<file path="config.mk">
export PLATFORM = sky130hd
export DESIGN_NAME = mem_arbiter_flat
export DESIGN_NICKNAME = d
export VERILOG_FILES = /design/src/rtl/mem_arbiter_if.sv /design/src/rtl/mem_arbiter.sv /design/src/flat_wrapper.sv
export SDC_FILE = /design/constraint.sdc
export NUM_CORES = 1
export LEC_CHECK = 0
export ABC_CLOCK_PERIOD_IN_PS = 2300
export BUFFER_PORTS_ARGS = -buffer_cell sky130_fd_sc_hd__clkbuf_2
export CAP_MARGIN = 15
export CORE_ASPECT_RATIO = 0.7
export CORE_UTILIZATION = 50
export CTS_BUF_LIST = sky130_fd_sc_hd__clkbuf_16
export DETAILED_ROUTE_END_ITERATION = 10
export PLACE_DENSITY_LB_ADDON = 0.05
export SETUP_SLACK_MARGIN = 0.15
export SYNTH_ARGS = -nofsm -noshare
export SYNTH_HDL_FRONTEND = slang
export SYNTH_SLANG_ARGS = --single-unit
export TNS_END_PERCENT = 5
</file>
<file path="constraint.sdc">
create_clock -name clk -period 2.3 [get_ports clk]
set_input_delay 0.23 -clock clk [delete_from_list [all_inputs] [get_ports clk]]
set_output_delay 0.23 -clock clk [all_outputs]
set_load 0.02 [all_outputs]
</file>
<file path="src/rtl/mem_arbiter_if.sv">
// Bus between mem_arbiter and its surroundings: fetch, data and debug requester ports
// plus the external SRAM pins. The master side is the requesters together with the SRAM.
interface mem_arbiter_if;
    logic        ifReq;
    logic [15:0] ifAddr;
    logic [15:0] ifRdata;
    logic        ifAck;

    logic        memReq;
    logic        memWr;
    logic [15:0] memAddr;
    logic [15:0] memWdata;
    logic [15:0] memRdata;
    logic        memAck;

    logic        dbgReq;
    logic        dbgWr;
    logic [15:0] dbgAddr;
    logic [15:0] dbgWdata;
    logic [15:0] dbgRdata;
    logic        dbgAck;

    logic [15:0] sramAddr;
    logic [15:0] sramWdata;
    logic [15:0] sramRdata;
    logic        sramEn;
    logic        sramWr;
    logic        sramOe;

    modport master (
        output ifReq, ifAddr, memReq, memWr, memAddr, memWdata,
        output dbgReq, dbgWr, dbgAddr, dbgWdata, sramRdata,
        input  ifRdata, ifAck, memRdata, memAck, dbgRdata, dbgAck,
        input  sramAddr, sramWdata, sramEn, sramWr, sramOe
    );

    modport slave (
        input  ifReq, ifAddr, memReq, memWr, memAddr, memWdata,
        input  dbgReq, dbgWr, dbgAddr, dbgWdata, sramRdata,
        output ifRdata, ifAck, memRdata, memAck, dbgRdata, dbgAck,
        output sramAddr, sramWdata, sramEn, sramWr, sramOe
    );
endinterface

</file>
<file path="src/rtl/mem_arbiter.sv">
// Single-port SRAM arbiter: debug port has absolute priority over the two core requesters.
// Define MEM_ARBITER_RR_EN to round-robin mem/fetch ties; otherwise mem beats fetch.
module mem_arbiter #(
    parameter int unsigned ACCESS_CYCLES = 2
) (
    input logic          clk,
    input logic          rst,
    mem_arbiter_if.slave bus_io
);
    typedef enum logic [1:0] {StIdle, StAccess, StDone} state_e;
    typedef enum logic [1:0] {WinIf, WinMem, WinDbg} win_e;

    localparam logic [1:0] CntLoad = 2'(ACCESS_CYCLES - 1);

    state_e      state_q;
    win_e        win_q;
    win_e        win_sel;
    logic [1:0]  cnt_q;
    logic        sram_en_q, sram_wr_q, sram_oe_q;
    logic [15:0] sram_addr_q, sram_wdata_q;
    logic        if_ack_q, mem_ack_q, dbg_ack_q;
    logic [15:0] if_rdata_q, mem_rdata_q, dbg_rdata_q;
    logic        any_req;
    logic        sel_wr;
    logic [15:0] sel_addr, sel_wdata;
`ifdef MEM_ARBITER_RR_EN
    logic        rr_last_if_q;  // last core winner was fetch, so mem wins the next tie
`endif

    assign any_req = bus_io.ifReq | bus_io.memReq | bus_io.dbgReq;

    always_comb begin
        win_sel = WinIf;
        if (bus_io.dbgReq) begin
            win_sel = WinDbg;
`ifdef MEM_ARBITER_RR_EN
        end else if (bus_io.memReq && bus_io.ifReq) begin
            win_sel = rr_last_if_q ? WinMem : WinIf;
`endif
        end else if (bus_io.memReq) begin
            win_sel = WinMem;
        end
    end

    always_comb begin
        sel_addr  = bus_io.ifAddr;
        sel_wdata = '0;
        sel_wr    = 1'b0;
        unique case (win_sel)
            WinDbg: begin
                sel_addr  = bus_io.dbgAddr;
                sel_wdata = bus_io.dbgWdata;
                sel_wr    = bus_io.dbgWr;
            end
            WinMem: begin
                sel_addr  = bus_io.memAddr;
                sel_wdata = bus_io.memWdata;
                sel_wr    = bus_io.memWr;
            end
            default: ;
        endcase
    end

    always_ff @(posedge clk) begin
        if (rst) begin
            state_q      <= StIdle;
            win_q        <= WinIf;
            cnt_q        <= '0;
            sram_en_q    <= 1'b0;
            sram_wr_q    <= 1'b0;
            sram_oe_q    <= 1'b0;
            sram_addr_q  <= '0;
            sram_wdata_q <= '0;
            if_ack_q     <= 1'b0;
            mem_ack_q    <= 1'b0;
            dbg_ack_q    <= 1'b0;
            if_rdata_q   <= '0;
            mem_rdata_q  <= '0;
            dbg_rdata_q  <= '0;
`ifdef MEM_ARBITER_RR_EN
            rr_last_if_q <= 1'b1;
`endif
        end else begin
            unique case (state_q)
                StIdle: begin
                    if (any_req) begin
                        win_q        <= win_sel;
                        sram_addr_q  <= sel_addr;
                        sram_wdata_q <= sel_wdata;
                        sram_wr_q    <= sel_wr;
                        sram_oe_q    <= sel_wr;
                        sram_en_q    <= 1'b1;
                        cnt_q        <= CntLoad;
                        state_q      <= StAccess;
`ifdef MEM_ARBITER_RR_EN
                        if (win_sel != WinDbg) rr_last_if_q <= (win_sel == WinIf);
`endif
                    end
                end
                StAccess: begin
                    if (cnt_q == 2'd0) begin
                        sram_en_q <= 1'b0;
                        sram_wr_q <= 1'b0;
                        sram_oe_q <= 1'b0;
                        state_q   <= StDone;
                        // Read data goes straight into the winner's register so it is
                        // valid alongside the ack; writes leave it untouched.
                        unique case (win_q)
                            WinDbg: begin
                                dbg_ack_q <= 1'b1;
                                if (!sram_wr_q) dbg_rdata_q <= bus_io.sramRdata;
                            end
                            WinMem: begin
                                mem_ack_q <= 1'b1;
                                if (!sram_wr_q) mem_rdata_q <= bus_io.sramRdata;
                            end
                            default: begin
                                if_ack_q <= 1'b1;
                                if (!sram_wr_q) if_rdata_q <= bus_io.sramRdata;
                            end
                        endcase
                    end else begin
                        cnt_q <= cnt_q - 2'd1;
                    end
                end
                StDone: begin
                    if_ack_q  <= 1'b0;
                    mem_ack_q <= 1'b0;
                    dbg_ack_q <= 1'b0;
                    state_q   <= StIdle;
                end
                default: state_q <= StIdle;
            endcase
        end
    end

    assign bus_io.sramEn    = sram_en_q;
    assign bus_io.sramWr    = sram_wr_q;
    assign bus_io.sramOe    = sram_oe_q;
    assign bus_io.sramAddr  = sram_addr_q;
    assign bus_io.sramWdata = sram_wdata_q;
    assign bus_io.ifAck     = if_ack_q;
    assign bus_io.memAck    = mem_ack_q;
    assign bus_io.dbgAck    = dbg_ack_q;
    assign bus_io.ifRdata   = if_rdata_q;
    assign bus_io.memRdata  = mem_rdata_q;
    assign bus_io.dbgRdata  = dbg_rdata_q;
endmodule

</file>
<file path="src/flat_wrapper.sv">
// flat-port wrapper written by rule: the top's interface ports become plain ports
module mem_arbiter_flat 
#(
    parameter int unsigned ACCESS_CYCLES = 2
)
  (clk, rst, bus_io_ifReq, bus_io_ifAddr, bus_io_memReq, bus_io_memWr, bus_io_memAddr, bus_io_memWdata, bus_io_dbgReq, bus_io_dbgWr, bus_io_dbgAddr, bus_io_dbgWdata, bus_io_sramRdata, bus_io_ifRdata, bus_io_ifAck, bus_io_memRdata, bus_io_memAck, bus_io_dbgRdata, bus_io_dbgAck, bus_io_sramAddr, bus_io_sramWdata, bus_io_sramEn, bus_io_sramWr, bus_io_sramOe);
  mem_arbiter_if bus_io_i ();
  input logic clk;
  input logic rst;
  input wire logic [$bits(bus_io_i.ifReq)-1:0] bus_io_ifReq;
  input wire logic [$bits(bus_io_i.ifAddr)-1:0] bus_io_ifAddr;
  input wire logic [$bits(bus_io_i.memReq)-1:0] bus_io_memReq;
  input wire logic [$bits(bus_io_i.memWr)-1:0] bus_io_memWr;
  input wire logic [$bits(bus_io_i.memAddr)-1:0] bus_io_memAddr;
  input wire logic [$bits(bus_io_i.memWdata)-1:0] bus_io_memWdata;
  input wire logic [$bits(bus_io_i.dbgReq)-1:0] bus_io_dbgReq;
  input wire logic [$bits(bus_io_i.dbgWr)-1:0] bus_io_dbgWr;
  input wire logic [$bits(bus_io_i.dbgAddr)-1:0] bus_io_dbgAddr;
  input wire logic [$bits(bus_io_i.dbgWdata)-1:0] bus_io_dbgWdata;
  input wire logic [$bits(bus_io_i.sramRdata)-1:0] bus_io_sramRdata;
  output wire logic [$bits(bus_io_i.ifRdata)-1:0] bus_io_ifRdata;
  output wire logic [$bits(bus_io_i.ifAck)-1:0] bus_io_ifAck;
  output wire logic [$bits(bus_io_i.memRdata)-1:0] bus_io_memRdata;
  output wire logic [$bits(bus_io_i.memAck)-1:0] bus_io_memAck;
  output wire logic [$bits(bus_io_i.dbgRdata)-1:0] bus_io_dbgRdata;
  output wire logic [$bits(bus_io_i.dbgAck)-1:0] bus_io_dbgAck;
  output wire logic [$bits(bus_io_i.sramAddr)-1:0] bus_io_sramAddr;
  output wire logic [$bits(bus_io_i.sramWdata)-1:0] bus_io_sramWdata;
  output wire logic [$bits(bus_io_i.sramEn)-1:0] bus_io_sramEn;
  output wire logic [$bits(bus_io_i.sramWr)-1:0] bus_io_sramWr;
  output wire logic [$bits(bus_io_i.sramOe)-1:0] bus_io_sramOe;
  assign bus_io_i.ifReq = bus_io_ifReq;
  assign bus_io_i.ifAddr = bus_io_ifAddr;
  assign bus_io_i.memReq = bus_io_memReq;
  assign bus_io_i.memWr = bus_io_memWr;
  assign bus_io_i.memAddr = bus_io_memAddr;
  assign bus_io_i.memWdata = bus_io_memWdata;
  assign bus_io_i.dbgReq = bus_io_dbgReq;
  assign bus_io_i.dbgWr = bus_io_dbgWr;
  assign bus_io_i.dbgAddr = bus_io_dbgAddr;
  assign bus_io_i.dbgWdata = bus_io_dbgWdata;
  assign bus_io_i.sramRdata = bus_io_sramRdata;
  assign bus_io_ifRdata = bus_io_i.ifRdata;
  assign bus_io_ifAck = bus_io_i.ifAck;
  assign bus_io_memRdata = bus_io_i.memRdata;
  assign bus_io_memAck = bus_io_i.memAck;
  assign bus_io_dbgRdata = bus_io_i.dbgRdata;
  assign bus_io_dbgAck = bus_io_i.dbgAck;
  assign bus_io_sramAddr = bus_io_i.sramAddr;
  assign bus_io_sramWdata = bus_io_i.sramWdata;
  assign bus_io_sramEn = bus_io_i.sramEn;
  assign bus_io_sramWr = bus_io_i.sramWr;
  assign bus_io_sramOe = bus_io_i.sramOe;
  mem_arbiter #(.ACCESS_CYCLES(ACCESS_CYCLES)) u_core (.clk(clk), .rst(rst), .bus_io(bus_io_i));
endmodule
</file>
==> results by group, run 1 <==
Clock network
  • Post_cts resized: 0
  • Setup Buffers After CTS: 0
  • Clk_lat worst skew: 0.34 ns
  • Worst-path clk slew: 0.06 ns
  • Max clock buf depth: 2
  • Cts hold-fix bufs: 0
  • Htree depth: 3
  • Sink Count: 91
  • Total CTS buffers: 9
  • CTS tree: done
  • Root Buffer: clkbuf_16

STA
  • Final Cycle Share: 0.816
  • Highest clock rate: 533 MHz
  • Worst-Margin Slew: 0.912 ns
  • Relative slew slack: 0.392
  • Slew Limit Fails: 0
  • RSZ-0062 raised after global routing: false
  • Layout Skew: 0.00659 ns
  • Hold Fails Final Rpt: 0
  • # setup viols final: 0
  • Setup TNS: 0 ns
  • Min Clock Period, post-route: 1.88 ns

Global route
  • Grt ovf: 0
  • Global-route usage over all layers: 0.274
  • Vias in the first global route: 3596
  • Largest net degree at the start of global routing: 92
  • Antenna violations before repair: 0
  • First-pass GRT wire length: 18000 um

Floorplan
  • Std cell rows: 27
  • Die H: 77.2 um
  • Core Region: 7840 um^2
  • Starting Density: 0.515
  • Die width: 109 um
  • Die area: 8440 um^2
  • IO Pins: 189

Route
  • Vias/cell: 5.60
  • Final WL: 11600 um
  • Initial DRC count: 357
  • Drc violations: 0
  • Router iterations before antenna repair: 5
  • Final ANT Viol Nets: 0
  • Drt wl/cell: 15.8 um
  • Vias: 4093

Placed design
  • Routability congestion estimate: 0.797
  • Number of port buffers: 188
  • Placed insts: 715
  • HPWL after DPL: 7830 um

Cells and area
  • Most frequent cells in the layout: 188 x clkbuf_2, 91 x dfxtp_1, 72 x a21oi_1
  • Total Nets Final: 731
  • Fin cells: 731
  • Layout fillers: 666
  • Most common cell after layout, fill and taps aside: clkbuf_2
  • ANT cells: 0
  • Share of layout cells above drive strength 1: 0.370
  • Synth-to-layout area growth: 32.0%

Status
  • Status: finished, final reports clean

Hold path
  • Min-Delay Path Class: in2reg

Setup path
  • Crit path capture: u_core.bus_io.sramWdata[8]$_SDFFE_PP0P_
  • CP max FO: 24
  • Critical Path End Type: flop
  • Setup CP Type: reg2reg
  • WP data required: 2.48 ns
  • Critical Path AT: 2.06 ns
  • R2r setup slk: 0.42 ns
  • Beginning of the worst register-to-register path: u_core.state_q[0]$_SDFFE_PP0P_
  • R2R depth: 4
  • Reg2reg end: u_core.bus_io.sramWdata[8]$_SDFFE_PP0P_
  • Critical Path Source: u_core.state_q[0]$_SDFFE_PP0P_
  • Crit start category: flop

Logic synthesis
  • Mapped Nets: 574
  • Yosys warns: 0
  • Top FF cell, synth: dfxtp_1
  • Mapped cell area: 4040 um^2
  • Synth Instances: 468
  • Asr flop ratio synth: 0
  • EDFF count, synth: 0
  • Syn Area/Cell: 8.62 um^2
  • Yosys cell types: 35
  • Post-synthesis register bit count: 91
  • Sequential area share after synthesis: 0.451

Power and ir drop
  • Power Density: 834 nW/um^2
  • P_leak: 2.32 nW
  • Worst IR drop on VDD: 0.455 mV

Job
  • Max-Cap Viols: 0
## cells in the mapped netlist (2+ instances only)
cell       count  area [um^2]
clkbuf_1      35          131
buf_1          2         7.51
nand2b_1      17          106
o22ai_1       16          100
dfxtp_1       91         1820
nand2_1       21         78.8
ha_1           3         37.5
or3_1          2         12.5
inv_1          8         30.0
mux2_2        16          180
nor2_1         5         18.8
o21ai_1        2         10.0
o21ai_0       48          240
mux2i_1       16          160
nand3b_1      18          135
a21oi_1       72          360
nor3b_1        2         15.0
a311oi_1      16          140
a2bb2oi_1      2         17.5
a31oi_1        2         12.5
nand3_1       48          240
o211ai_1       2         15.0
buf_2         12         60.1
## how the worst min path moves through the flow
stage | from | end | slack (ns) | cells after the start
finish | bus_io_dbgWdata[15] | u_core.bus_io.sramWdata[15]$_SDFFE_PP0P_ | 0.14 | 3
floorplan | bus_io_sramRdata[0] | u_core.bus_io.dbgRdata[0]$_SDFFE_PP0P_ | 0.38 | 2
CTS | bus_io_dbgWdata[15] | u_core.bus_io.sramWdata[15]$_SDFFE_PP0P_ | 0.13 | 3
global placement | u_core.bus_io.sramEn$_SDFFE_PP0P_ | u_core.bus_io.sramEn$_SDFFE_PP0P_ | 0.45 | 2
detailed placement | u_core.bus_io.sramEn$_SDFFE_PP0P_ | u_core.bus_io.sramEn$_SDFFE_PP0P_ | 0.46 | 2
global route | bus_io_sramRdata[14] | u_core.bus_io.memRdata[14]$_SDFFE_PP0P_ | 0.14 | 3
## flip-flops by register name (all words and copies together), names as in the netlist
register,count
u_core.bus_io.dbgAck,1
u_core.bus_io.dbgRdata,16
u_core.bus_io.ifAck,1
u_core.bus_io.ifRdata,16
u_core.bus_io.memAck,1
u_core.bus_io.memRdata,16
u_core.bus_io.sramAddr,16
u_core.bus_io.sramEn,1
u_core.bus_io.sramOe,1
u_core.bus_io.sramWdata,16
u_core.cnt_q,2
u_core.state_q,2
u_core.win_q,2
## report_power, final
group          switching (mW)  leakage, nW  internal, mW
registers              0.0776        0.743          1.70
clock network           0.600        0.182          1.16
logic                   0.571         1.39         0.334
total                    1.25         2.32          3.20
## worst max-delay path, stage by stage (launching register included)
cell and delay [ns]:
dfxtp_1 0.41, or2_0 0.38, nor2_2 0.44, buf_4 0.35
a311oi_1 0.14
## area by class of cell
class                   instances  area, um^2  share of cell area
clock inverters                 7         133              0.0249
repair buffers                197        1020               0.192
inverters                       8        30.0             0.00564
multi-input cells             318        1970               0.370
well taps                     101         126              0.0237
clock buffers                   9         225              0.0423
flip-flops and latches         91        1820               0.342
## kinds of logic (layout without fill, tap and decap cells)
| kind of cell | Yosys count | after routing | share of synthesized area |
|---|---|---|---|
| mux | 32 | 32 | 0.0843 |
| buf+inv | 59 | 221 | 0.0614 |
| simple gates | 120 | 120 | 0.166 |
| flops | 91 | 91 | 0.451 |
| compound gates | 163 | 163 | 0.228 |
| fa+ha+maj | 3 | 3 | 0.00930 |
## metal layers
metal | wire length [um] | GRT usage | vias up
met3 | 927 | 0.0833 | 17
met1 | 5240 | 0.379 | 1889
met2 | 5230 | 0.411 | 174
met4 | 178 | 0.0747 | 0
met5 | 0 | 0 | -
li1 | - | - | 2013
## through the flow
step           power, mW  worst slack [ns]  utilization  hold slack, ns  cell area (um^2)
2_1_floorplan       2.39             0.777            -           0.378              4040
3_3_place_gp        2.70             0.492        0.634           0.451              4970
3_5_place_dp        2.71             0.361        0.634           0.457              4970
4_1_cts             4.47             0.352        0.680           0.133              5330
5_1_grt             4.63             0.288        0.680           0.136              5330
6_report            4.45             0.422        0.680           0.143              5330
Note: power is estimated with default switching activity, not from simulation.
==> run 2, diff against run 1 <==
ABC_CLOCK_PERIOD_IN_PS = 2000   (was 2300)
CORE_UTILIZATION = 47   (was 50)
clock period = 2 ns   (was 2.3 ns; I/O delays follow)
==> results by group, run 2 (synthesized netlist as in run 1, its figures left out) <==
STA
  • Slew Limit Fails: 0 (unchanged)
  • RSZ-0062 raised after global routing: true (was false)
  • Setup TNS: 0 ns (unchanged)
  • Layout Skew: 0.00435 ns (was 0.00659 ns)
  • Highest clock rate: 575 MHz (was 533 MHz)
  • Min Hold Slack: 0.117 ns (was 0.143 ns)
  • Worst-Margin Slew: 0.615 ns (was 0.912 ns)
  • Relative slew slack: 0.590 (was 0.392)
  • # setup viols final: 0 (unchanged)
  • Hold Fails Final Rpt: 0 (unchanged)
  • Min Clock Period, post-route: 1.74 ns (was 1.88 ns)
  • Final Cycle Share: 0.869 (was 0.816)

Power and ir drop
  • Comb power frac: 0.229 (was 0.204)
  • Switching pwr: 1.41 mW (was 1.25 mW)
  • Sw frac: 0.308 (was 0.281)
  • Clk network pwr share: 0.321 (was 0.396)
  • Pint: 3.16 mW (was 3.20 mW)
  • Share of total power in sequential cells: 0.449 (was 0.400)
  • Worst IR drop on VDD: 0.474 mV (was 0.455 mV)
  • Power Density: 872 nW/um^2 (was 834 nW/um^2)
  • P_leak: 2.28 nW (was 2.32 nW)

Route
  • Router iterations before antenna repair: 5 (unchanged)
  • Vias: 4128 (was 4093)
  • Final ANT Viol Nets: 0 (unchanged)
  • Drt wl/cell: 16.6 um (was 15.8 um)
  • WL met3: 878 um (was 927 um)
  • Drc violations: 0 (unchanged)
  • Met1 WL: 5620 um (was 5240 um)
  • Met2 Routed Length: 5480 um (was 5230 um)
  • Final WL: 12100 um (was 11600 um)
  • DR top layer: met4 (unchanged)
  • Initial DRC count: 304 (was 357)
  • Vias/cell: 5.65 (was 5.60)

Floorplan
  • Die area: 8970 um^2 (was 8440 um^2)
  • Core Region: 8070 um^2 (was 7840 um^2)
  • Die H: 79.5 um (was 77.2 um)
  • IO Pins: 189 (unchanged)
  • Die width: 113 um (was 109 um)
  • Std cell rows: 27 (unchanged)
  • Starting Density: 0.500 (was 0.515)

Placed design
  • Number of port buffers: 188 (unchanged)
  • Routability congestion estimate: 0.875 (was 0.797)
  • HPWL after DPL: 8620 um (was 7830 um)

Setup path
  • Critical Path Source: u_core.cnt_q[0]$_SDFFE_PP0P_ (was u_core.state_q[0]$_SDFFE_PP0P_)
  • R2r setup slk: 0.26 ns (was 0.42 ns)
  • CP max FO: 36 (was 24)
  • Worst path slowest cell: and4bb_2 (was nor2_2)
  • Crit start category: flop (unchanged)
  • Critical-path cell list: inv_1 > ha_1 > and4bb_2 > buf_12 > nand3_1 > a21oi_1 (was or2_0 > nor2_2 > buf_4 > a311oi_1)
  • Setup CP Type: reg2reg (unchanged)
  • Beginning of the worst register-to-register path: u_core.cnt_q[0]$_SDFFE_PP0P_ (was u_core.state_q[0]$_SDFFE_PP0P_)
  • Crit path depth: 6 (was 4)
  • Critical Path End Type: flop (unchanged)
  • Reg2reg end: u_core.bus_io.memRdata[1]$_SDFFE_PP0P_ (was u_core.bus_io.sramWdata[8]$_SDFFE_PP0P_)
  • WP data required: 2.26 ns (was 2.48 ns)
  • Buf/Inv on CP: 2 (was 1)
  • Crit path capture: u_core.bus_io.memRdata[1]$_SDFFE_PP0P_ (was u_core.bus_io.sramWdata[8]$_SDFFE_PP0P_)
  • Delay-heaviest family, CP: simple AND/OR/NAND/NOR gates (unchanged)
  • CP peak stage delay: 0.45 ns (was 0.44 ns)
  • R2R depth: 6 (was 4)
  • Critical Path AT: 2.00 ns (was 2.06 ns)

Hold path
  • Min-Delay Path Class: in2reg (unchanged)

Clock network
  • Root Buffer: clkbuf_16 (unchanged)
  • Sink Count: 91 (unchanged)
  • CTS tree: done (unchanged)
  • Worst-path clk slew: 0.06 ns (about the same)
  • Htree depth: 3 (unchanged)
  • Total CTS buffers: 9 (unchanged)
  • Max clock buf depth: 2 (unchanged)
  • Clk_lat worst skew: 0.34 ns (about the same)

Global route
  • First-pass GRT wire length: 19200 um (was 18000 um)
  • Largest net degree at the start of global routing: 49 (was 92)
  • Antenna violations before repair: 0 (unchanged)
  • Vias in the first global route: 3808 (was 3596)
  • Global-route usage over all layers: 0.275 (was 0.274)
  • Grt ovf: 0 (unchanged)

Status
  • Status: finished, final reports clean (unchanged)

Cells and area
  • Total Nets Final: 731 (unchanged)
  • ANT cells: 0 (unchanged)
  • Most frequent cells in the layout: 188 x clkbuf_2, 91 x dfxtp_1, 72 x a21oi_1 (unchanged)
  • Most common cell after layout, fill and taps aside: clkbuf_2 (unchanged)
  • Synth-to-layout area growth: 29.7% (was 32.0%)
  • Share of layout cells above drive strength 1: 0.368 (was 0.370)

Job
  • Max-Cap Viols: 0 (unchanged)
-- run 2: cell types whose count changed in the layout (fill, tap and decap cells not counted) --
| cell | before | now |
|---|---|---|
| bufinv_16 | 4 | 0 |
| clkinvlp_4 | 0 | 1 |
| ha_1 | 2 | 1 |
| ha_2 | 1 | 2 |
| inv_1 | 10 | 13 |
| or3_1 | 2 | 1 |
| or3_4 | 0 | 1 |
-- run 2: repair_timing --
action,in CTS,in global routing
buffers inserted,0,0
endpoints found under the setup margin,0,48
gates resized for setup,0,3
hold buffers,0,0
-- run 2: cell type report --
type                            count  area [um^2]
Clock buffer                        9          225
Fill cell                         705         2840
Inverter                            8         30.0
Tap cell                          101          126
Timing Repair Buffer              197         1020
Sequential cell                    91         1820
Clock inverter                      7         31.3
Multi-Input combinational cell    318         1980
-- run 2: stage by stage --
step,util,instances,worst slack [ns],power [mW],instance area (um^2)
floorplan,-,468,0.477,2.74,4040
global placement,0.615,715,0.216,3.10,4970
detailed placement,0.615,715,0.193,3.12,4970
CTS,0.647,731,0.181,4.59,5230
global route,0.648,731,0.146,4.78,5240
finish,0.648,731,0.262,4.57,5240
-- run 2: worst min path at each step --
stage	from	endpoint	cells past startpoint
2_1_floorplan	bus_io_sramRdata[0]	u_core.bus_io.dbgRdata[0]$_SDFFE_PP0P_	2
3_3_place_gp	u_core.bus_io.sramEn$_SDFFE_PP0P_	u_core.bus_io.sramEn$_SDFFE_PP0P_	2
3_5_place_dp	u_core.bus_io.sramEn$_SDFFE_PP0P_	u_core.bus_io.sramEn$_SDFFE_PP0P_	2
4_1_cts	bus_io_dbgWdata[12]	u_core.bus_io.sramWdata[12]$_SDFFE_PP0P_	3
5_1_grt	bus_io_dbgWdata[5]	u_core.bus_io.sramWdata[5]$_SDFFE_PP0P_	3
6_report	bus_io_dbgWdata[12]	u_core.bus_io.sramWdata[12]$_SDFFE_PP0P_	3
-- run 2: power groups by stage --
stage	sequential, mW	clock, mW	combinational (mW)
2_1_floorplan	2.22	0	0.522
3_3_place_gp	2.08	0	1.02
3_5_place_dp	2.09	0	1.04
4_1_cts	2.05	1.50	1.04
5_1_grt	2.07	1.58	1.14
6_report	2.05	1.47	1.05
-- run 2: worst register-to-register path, stage by stage, from the launching register on --
cell and delay, ns:
dfxtp_1 0.32, inv_1 0.07, ha_1 0.29, and4bb_2 0.45, buf_12 0.23, nand3_1 0.13
a21oi_1 0.17
-- run 2: layer usage --
metal	vias to the layer above	track usage
li1	2005	-
met1	1942	0.381
met2	169	0.427
met3	12	0.0744
met4	0	0.0587
met5	-	0
